File: config.mk
export PLATFORM = sky130hd
export DESIGN_NAME = tdm_codec_frame
export DESIGN_NICKNAME = d
export VERILOG_FILES = /design/src/rtl/tdm_pkg.sv /design/src/rtl/tdm_frame_counter.sv /design/src/rtl/tdm_codec_frame.sv
export SDC_FILE = /design/constraint.sdc
export NUM_CORES = 1
export LEC_CHECK = 0
export BUFFER_PORTS_ARGS = -buffer_cell sky130_fd_sc_hd__buf_2
export CORE_UTILIZATION = 35
export CTS_CLUSTER_DIAMETER = 200
export CTS_CLUSTER_SIZE = 12
export DETAILED_ROUTE_END_ITERATION = 6
export SYNTH_ARGS = -nofsm -noshare
export SYNTH_HDL_FRONTEND = slang
export SYNTH_HIERARCHICAL = 1
export SYNTH_SLANG_ARGS = --single-unit
File: constraint.sdc
create_clock -name clk_256fs -period 2.9 [get_ports clk_256fs]
set_input_delay 0 -clock clk_256fs [delete_from_list [all_inputs] [get_ports clk_256fs]]
set_output_delay 0 -clock clk_256fs [all_outputs]
set_load 0.03 [all_outputs]
File: src/rtl/tdm_pkg.sv
// Shared constants, counter type and bit/slot/packing helpers for the TDM codec framer.
package tdm_pkg;

    localparam int unsigned FRAME_CLKS     = 256;
    localparam int unsigned BICK_PER_FRAME = 128;

    typedef logic [7:0] tdm_cnt_t;

    // BICK period index within the frame: two system clocks per bit.
    function automatic int unsigned bit_of_cnt(tdm_cnt_t cnt);
        return {25'd0, cnt[7:1]};
    endfunction

    function automatic int unsigned slot_of(tdm_cnt_t cnt, int unsigned slot_bits);
        return bit_of_cnt(cnt) / slot_bits;
    endfunction

    function automatic int unsigned pos_of(tdm_cnt_t cnt, int unsigned slot_bits);
        return bit_of_cnt(cnt) % slot_bits;
    endfunction

    // Flat index of bit k (MSB-first, k=0 is the MSB) of channel slot in a packed frame.
    function automatic int unsigned pack_idx(int unsigned slot, int unsigned k, int unsigned w);
        return slot * w + (w - 1 - k);
    endfunction

endpackage

File: src/rtl/tdm_frame_counter.sv
// Free-running 256-clock frame counter producing registered BICK and LRCK plus a frame_end strobe.
module tdm_frame_counter
    import tdm_pkg::*;
(
    input  logic       clk_256fs,
    input  logic       rst_n,
    output logic [7:0] cnt,
    output logic [7:0] cnt_next,
    output logic       bick,
    output logic       lrck,
    output logic       frame_end
);

    tdm_cnt_t cnt_q, cnt_d;
    logic     bick_q, lrck_q;

    assign cnt_d = cnt_q + 8'd1;

    // BICK and LRCK are registered from the next count so they line up with cnt.
    always_ff @(posedge clk_256fs or negedge rst_n) begin
        if (!rst_n) begin
            cnt_q  <= '0;
            bick_q <= 1'b0;
            lrck_q <= 1'b0;
        end else begin
            cnt_q  <= cnt_d;
            bick_q <= cnt_d[0];
            lrck_q <= (cnt_d[7:1] == 7'd0);
        end
    end

    assign cnt       = cnt_q;
    assign cnt_next  = cnt_d;
    assign bick      = bick_q;
    assign lrck      = lrck_q;
    assign frame_end = (cnt_q == tdm_cnt_t'(FRAME_CLKS - 1));

endmodule

File: src/rtl/tdm_codec_frame.sv
// Codec-side TDM framer: serialises DAC frames onto sdout and deserialises ADC frames from sdin.
// Define TDM_LOOPBACK_EN to capture the internal sdout instead of the sdin pin.
module tdm_codec_frame
    import tdm_pkg::*;
#(
    parameter int unsigned W         = 16,
    parameter int unsigned NCH       = 4,
    parameter int unsigned SLOT_BITS = 32
) (
    input  logic             clk_256fs,
    input  logic             rst_n,
    output logic             bick,
    output logic             lrck,
    output logic             sdout,
    input  logic             sdin,
    input  logic [NCH*W-1:0] dac_data,
    input  logic             dac_valid,
    output logic             dac_ready,
    output logic [NCH*W-1:0] adc_data,
    output logic             adc_valid,
    output logic             underrun
);

    localparam int unsigned FrameBits = NCH * W;
    localparam int unsigned IdxW      = (FrameBits > 1) ? $clog2(FrameBits) : 1;

    if ((NCH * SLOT_BITS != BICK_PER_FRAME) || (W < 1) || (W > 32) || (W > SLOT_BITS))
    begin : g_cfg_err
        $error("tdm_codec_frame: need NCH*SLOT_BITS == %0d and 1 <= W <= min(32, SLOT_BITS)",
               BICK_PER_FRAME);
    end

    logic [7:0] cnt, cnt_next;
    logic       frame_end;

    tdm_frame_counter u_frame_counter (
        .clk_256fs (clk_256fs),
        .rst_n     (rst_n),
        .cnt       (cnt),
        .cnt_next  (cnt_next),
        .bick      (bick),
        .lrck      (lrck),
        .frame_end (frame_end)
    );

    logic [FrameBits-1:0] hold_q, hold_d;
    logic [FrameBits-1:0] tx_q, tx_d;
    logic [FrameBits-1:0] rx_q, rx_d;
    logic [FrameBits-1:0] adc_q, adc_d;
    logic                 ready_q, ready_d;
    logic                 sdout_q, sdout_d;
    logic                 adc_valid_q, adc_valid_d;
    logic                 underrun_q, underrun_d;
    logic                 rx_bit;

    int unsigned tx_slot, tx_pos, rx_slot, rx_pos;

`ifdef TDM_LOOPBACK_EN
    logic unused_sdin;
    assign unused_sdin = sdin;
    assign rx_bit      = sdout_q;
`else
    assign rx_bit = sdin;
`endif

    // Holding register state is carried by ready_q: ready_q == 1 means empty.
    always_comb begin
        hold_d      = hold_q;
        ready_d     = ready_q;
        tx_d        = tx_q;
        rx_d        = rx_q;
        adc_d       = adc_q;
        sdout_d     = sdout_q;
        underrun_d  = frame_end && ready_q;
        adc_valid_d = frame_end;
        tx_slot     = slot_of(cnt_next, SLOT_BITS);
        tx_pos      = pos_of(cnt_next, SLOT_BITS);
        rx_slot     = slot_of(cnt, SLOT_BITS);
        rx_pos      = pos_of(cnt, SLOT_BITS);

        if (frame_end && !ready_q) begin
            tx_d    = hold_q;
            ready_d = 1'b1;
        end

        // On a boundary with an empty holding register this loads the next frame's word.
        if (dac_valid && ready_q) begin
            hold_d  = dac_data;
            ready_d = 1'b0;
        end

        // Capture at the end of the BICK-high phase, before the frame copy below.
        if (cnt[0] && (rx_pos < W)) begin
            rx_d[IdxW'(pack_idx(rx_slot, rx_pos, W))] = rx_bit;
        end

        if (frame_end) begin
            adc_d = rx_d;
        end

        // New data launches on BICK falling, using the frame being loaded this edge.
        if (!cnt_next[0]) begin
            sdout_d = (tx_pos < W) ? tx_d[IdxW'(pack_idx(tx_slot, tx_pos, W))] : 1'b0;
        end
    end

    always_ff @(posedge clk_256fs or negedge rst_n) begin
        if (!rst_n) begin
            hold_q      <= '0;
            ready_q     <= 1'b1;
            tx_q        <= '0;
            rx_q        <= '0;
            adc_q       <= '0;
            sdout_q     <= 1'b0;
            adc_valid_q <= 1'b0;
            underrun_q  <= 1'b0;
        end else begin
            hold_q      <= hold_d;
            ready_q     <= ready_d;
            tx_q        <= tx_d;
            rx_q        <= rx_d;
            adc_q       <= adc_d;
            sdout_q     <= sdout_d;
            adc_valid_q <= adc_valid_d;
            underrun_q  <= underrun_d;
        end
    end

    assign sdout     = sdout_q;
    assign dac_ready = ready_q;
    assign adc_data  = adc_q;
    assign adc_valid = adc_valid_q;
    assign underrun  = underrun_q;

endmodule
==> results.md <==
* Wirelength per Cell at 17.3 um
* CTS Buf Count at 26
* Ys async rst share at 100%
* Crit-path max FO at 32
* Psw at 0.00149 W
* Syn Inst Count at 773
* Pint at 0.00559 W
* Initial Util at 35.9%
* Detailed-route DRC error count at 10
* Final slew viol count at 0
* Sequential share of power at 53.6%
* Row cnt at 64
* Fmax at 372 MHz
* Clock skew at 10.4 ps
* Final WS setup at 214 ps
* CTS Sinks at 269
* Antenna violations before repair at 0
* ANT nets after route at 0
* Clock-pin slew on the worst setup and hold paths at 60 ps
* Busiest grt layer: met2
* Clock power share at 42.9%
* Final worst-path cycle share at 92.6%
* M3 GR Usage at 2.53%
* Post-Syn Area at 0.0111 sq mm
* RSZ-0062 raised after global routing: false
* First-pass iteration count of the detailed router at 7
* Worst-margin pin slew at 1040 ps
* GRT overflow at 0
* Yosys cell types at 43
* Clock tree buffer depth at 3
* Full die area at 0.0323 sq mm
* Met1 usage at 21.8%
* EDFF count, synth at 0
* Drt total wl at 24.2 mm
* Power, Total at 0.00708 W
* Status: finished, violations left
* Clk Tree Root Cell: clkbuf_16
* Total number of vias at 6706
* I/O Buffers at 137
* Critical path class: flop to flop
* Post-Place Setup Slack at 167 ps
* GP Congestion at 0.766
* Grt met2 use at 24.1%
* Peak VDD IR at 0.000379 V
* Failing checks: design-rule violations
* LEAKAGE at 6.82 nW
* YS warnings at 6
* Crit path DAT at 3110 ps
* Die Y at 180 um
* Pwr/cell area at 515 mW/mm^2
* Die W at 180 um
* Post-layout util at 44.6%
* Clock Latency Late Sink at 530 ps
* Post-synthesis sequential area ratio at 60.9%
* Post-route setup TNS at 0 ps
* DR iter-0 viols at 224
* Capturing element type of the critical path: flop
* First-pass GRT wire length at 39.5 mm
* CTS tree: done
* Vias in the first global route at 7012
* P&R area growth vs syn at 24.3%
* Placed Cells at 1294
* Final nets at 1063
* CP Launch Type: flop
* Top FF cell, synth: dfrtp_1
* Core area at 0.0308 sq mm
* GRT Overall Usage at 15.3%
* Largest net degree at the start of global routing at 88
* Mapped Avg Cell Area at 14.3 sq um
* Setup Viol. Count Final at 0
* Net Count, Synth at 844
* Sw frac at 21.0%
* Vias per cell at 4.80
* #FFs+latches synth at 269
* Logic pwr share at 3.5%
* Non-Filler Instances at 1398
* CP required at 3320 ps
* Hold Fails Final Rpt at 0
* Post-layout min period at 2690 ps
* Max Cap Viol at 0
* H-tree lvl count at 1
* Share of layout cells above drive strength 1 at 46.1%
* Placed wire-length estimate at 15.6 mm
* Relative slew slack at 30.8%
* Hold crit path type: input pin to asynchronous set/reset pin
* # IOs at 138
* ANT cells at 0
-- registers in the layout, indices dropped and copies added, names as in the netlist --
| signal | cells |
|---|---|
| u_frame_counter/cnt | 8 |
| u_frame_counter/lrck | 1 |
| hold_q | 64 |
| rx_q | 64 |
| underrun | 1 |
| tx_q | 64 |
| dac_ready | 1 |
| adc_valid | 1 |
| adc_data | 64 |
| sdout | 1 |
-- power groups by stage --
| stage | Combinational (W) | Sequential (W) | Clock (W) |
|---|---|---|---|
| detailed placement | 0.000188 | 0.00386 | 0 |
| floorplan | 0.0000439 | 0.00386 | 0 |
| CTS | 0.000257 | 0.00379 | 0.00315 |
| global route | 0.000282 | 0.00379 | 0.00329 |
| finish | 0.000249 | 0.00379 | 0.00304 |
| global placement | 0.000187 | 0.00386 | 0 |
-- cell type report --
cell class / instances / area [sq um]
Sequential cell: 269 / 6740
Clock buffer: 37 / 713
Clock inverter: 1 / 8.76
Tap cell: 396 / 495
Fill cell: 2812 / 17100
Multi-Input combinational cell: 459 / 4140
Inverter: 4 / 15.0
Timing Repair Buffer: 232 / 1640
-- worst max-delay path: stages (launching register included) --
cell,delay [ps]
dfrtp_2,360
ha_1,160
nand3_1,120
nor2_4,110
nor2b_4,210
buf_12,220
mux2_1,180
o22ai_1,90
o211a_1,230
or4_1,560
a222oi_1,320
-- cell usage after synthesis (2+ instances only) --
cell type / instances / share of area [%]
and3_1: 2 / 0.11
dfrtp_1: 268 / 61
o2111ai_1: 2 / 0.16
or4_1: 2 / 0.14
xnor2_1: 4 / 0.32
mux2_1: 9 / 0.92
xor2_1: 5 / 0.40
nand3_1: 8 / 0.36
nand3b_1: 2 / 0.14
mux2_2: 247 / 25
nor3_1: 9 / 0.41
o211a_1: 5 / 0.45
nand2_1: 39 / 1.3
ha_1: 3 / 0.34
mux4_2: 6 / 1.2
o21a_1: 4 / 0.27
nor2_1: 43 / 1.5
nand4_1: 3 / 0.17
buf_2: 5 / 0.23
inv_1: 4 / 0.14
clkbuf_1: 30 / 1.0
or2_2: 3 / 0.17
buf_6: 2 / 0.20
nand2b_1: 16 / 0.91
nor2b_1: 7 / 0.40
buf_4: 3 / 0.20
o21ai_0: 4 / 0.18
o22ai_1: 22 / 1.2
nand3_2: 2 / 0.18
-- stage by stage --
| step | hold WS, ps | instance area [sq um] |
|---|---|---|
| global placement | 25.0 | 12400 |
| global route | 96.9 | 13700 |
| floorplan | -296 | 11100 |
| detailed placement | 21.6 | 12400 |
| CTS | 46.9 | 13700 |
| finish | 43.4 | 13700 |
-- worst paths after layout --
check                                       start      endpoint  slack [ps]  cells past startpoint
max                        u_frame_counter/cnt[0]         sdout         210                     10
min in group clk_256fs               dac_data[48]    hold_q[48]         230                      3
min                                         rst_n    hold_q[25]          40                      2
max reg2reg                u_frame_counter/cnt[0]         sdout         210                     10
max in group asynchronous                   rst_n  adc_data[15]        1980                      3
min reg2reg                              rx_q[26]      rx_q[26]         490                      1
-- cell usage in the layout (no fill, tap or decap), types with 10 or more instances in the layout --
master	n
buf_2	136
mux2_2	247
clkbuf_16	27
o22ai_1	22
nor2_1	42
dlygate4sd3_1	66
nand2_1	38
dfrtp_1	265
clkbuf_1	10
buf_4	24
nand2b_1	16
-- per-layer routing --
| layer | wire length, um | part of all wire, % |
|---|---|---|
| met4 | 507 | 2.1 |
| met5 | 0 | 0 |
| met1 | 11700 | 48 |
| met2 | 11000 | 46 |
| met3 | 986 | 4.1 |
-- kinds of logic after synthesis --
kind of cell,share of synthesized area (%)
adder cells (fa/ha/maj),0.339
buffers and inverters,1.82
multiplexers,27.3
flip-flops,60.9
AO/OA/AOI/OAI,2.58
XOR/XNOR,0.713
AND/OR/NAND/NOR,6.39
-- what timing repair did --
item / in CTS / in global routing
gates resized for setup: 0 / 2
hold endpoints to repair: 231 / 0
buffers inserted: 0 / 0
setup endpoints to repair: 0 / 1
hold buffers: 66 / 0
(Power assumes the default switching activity.)
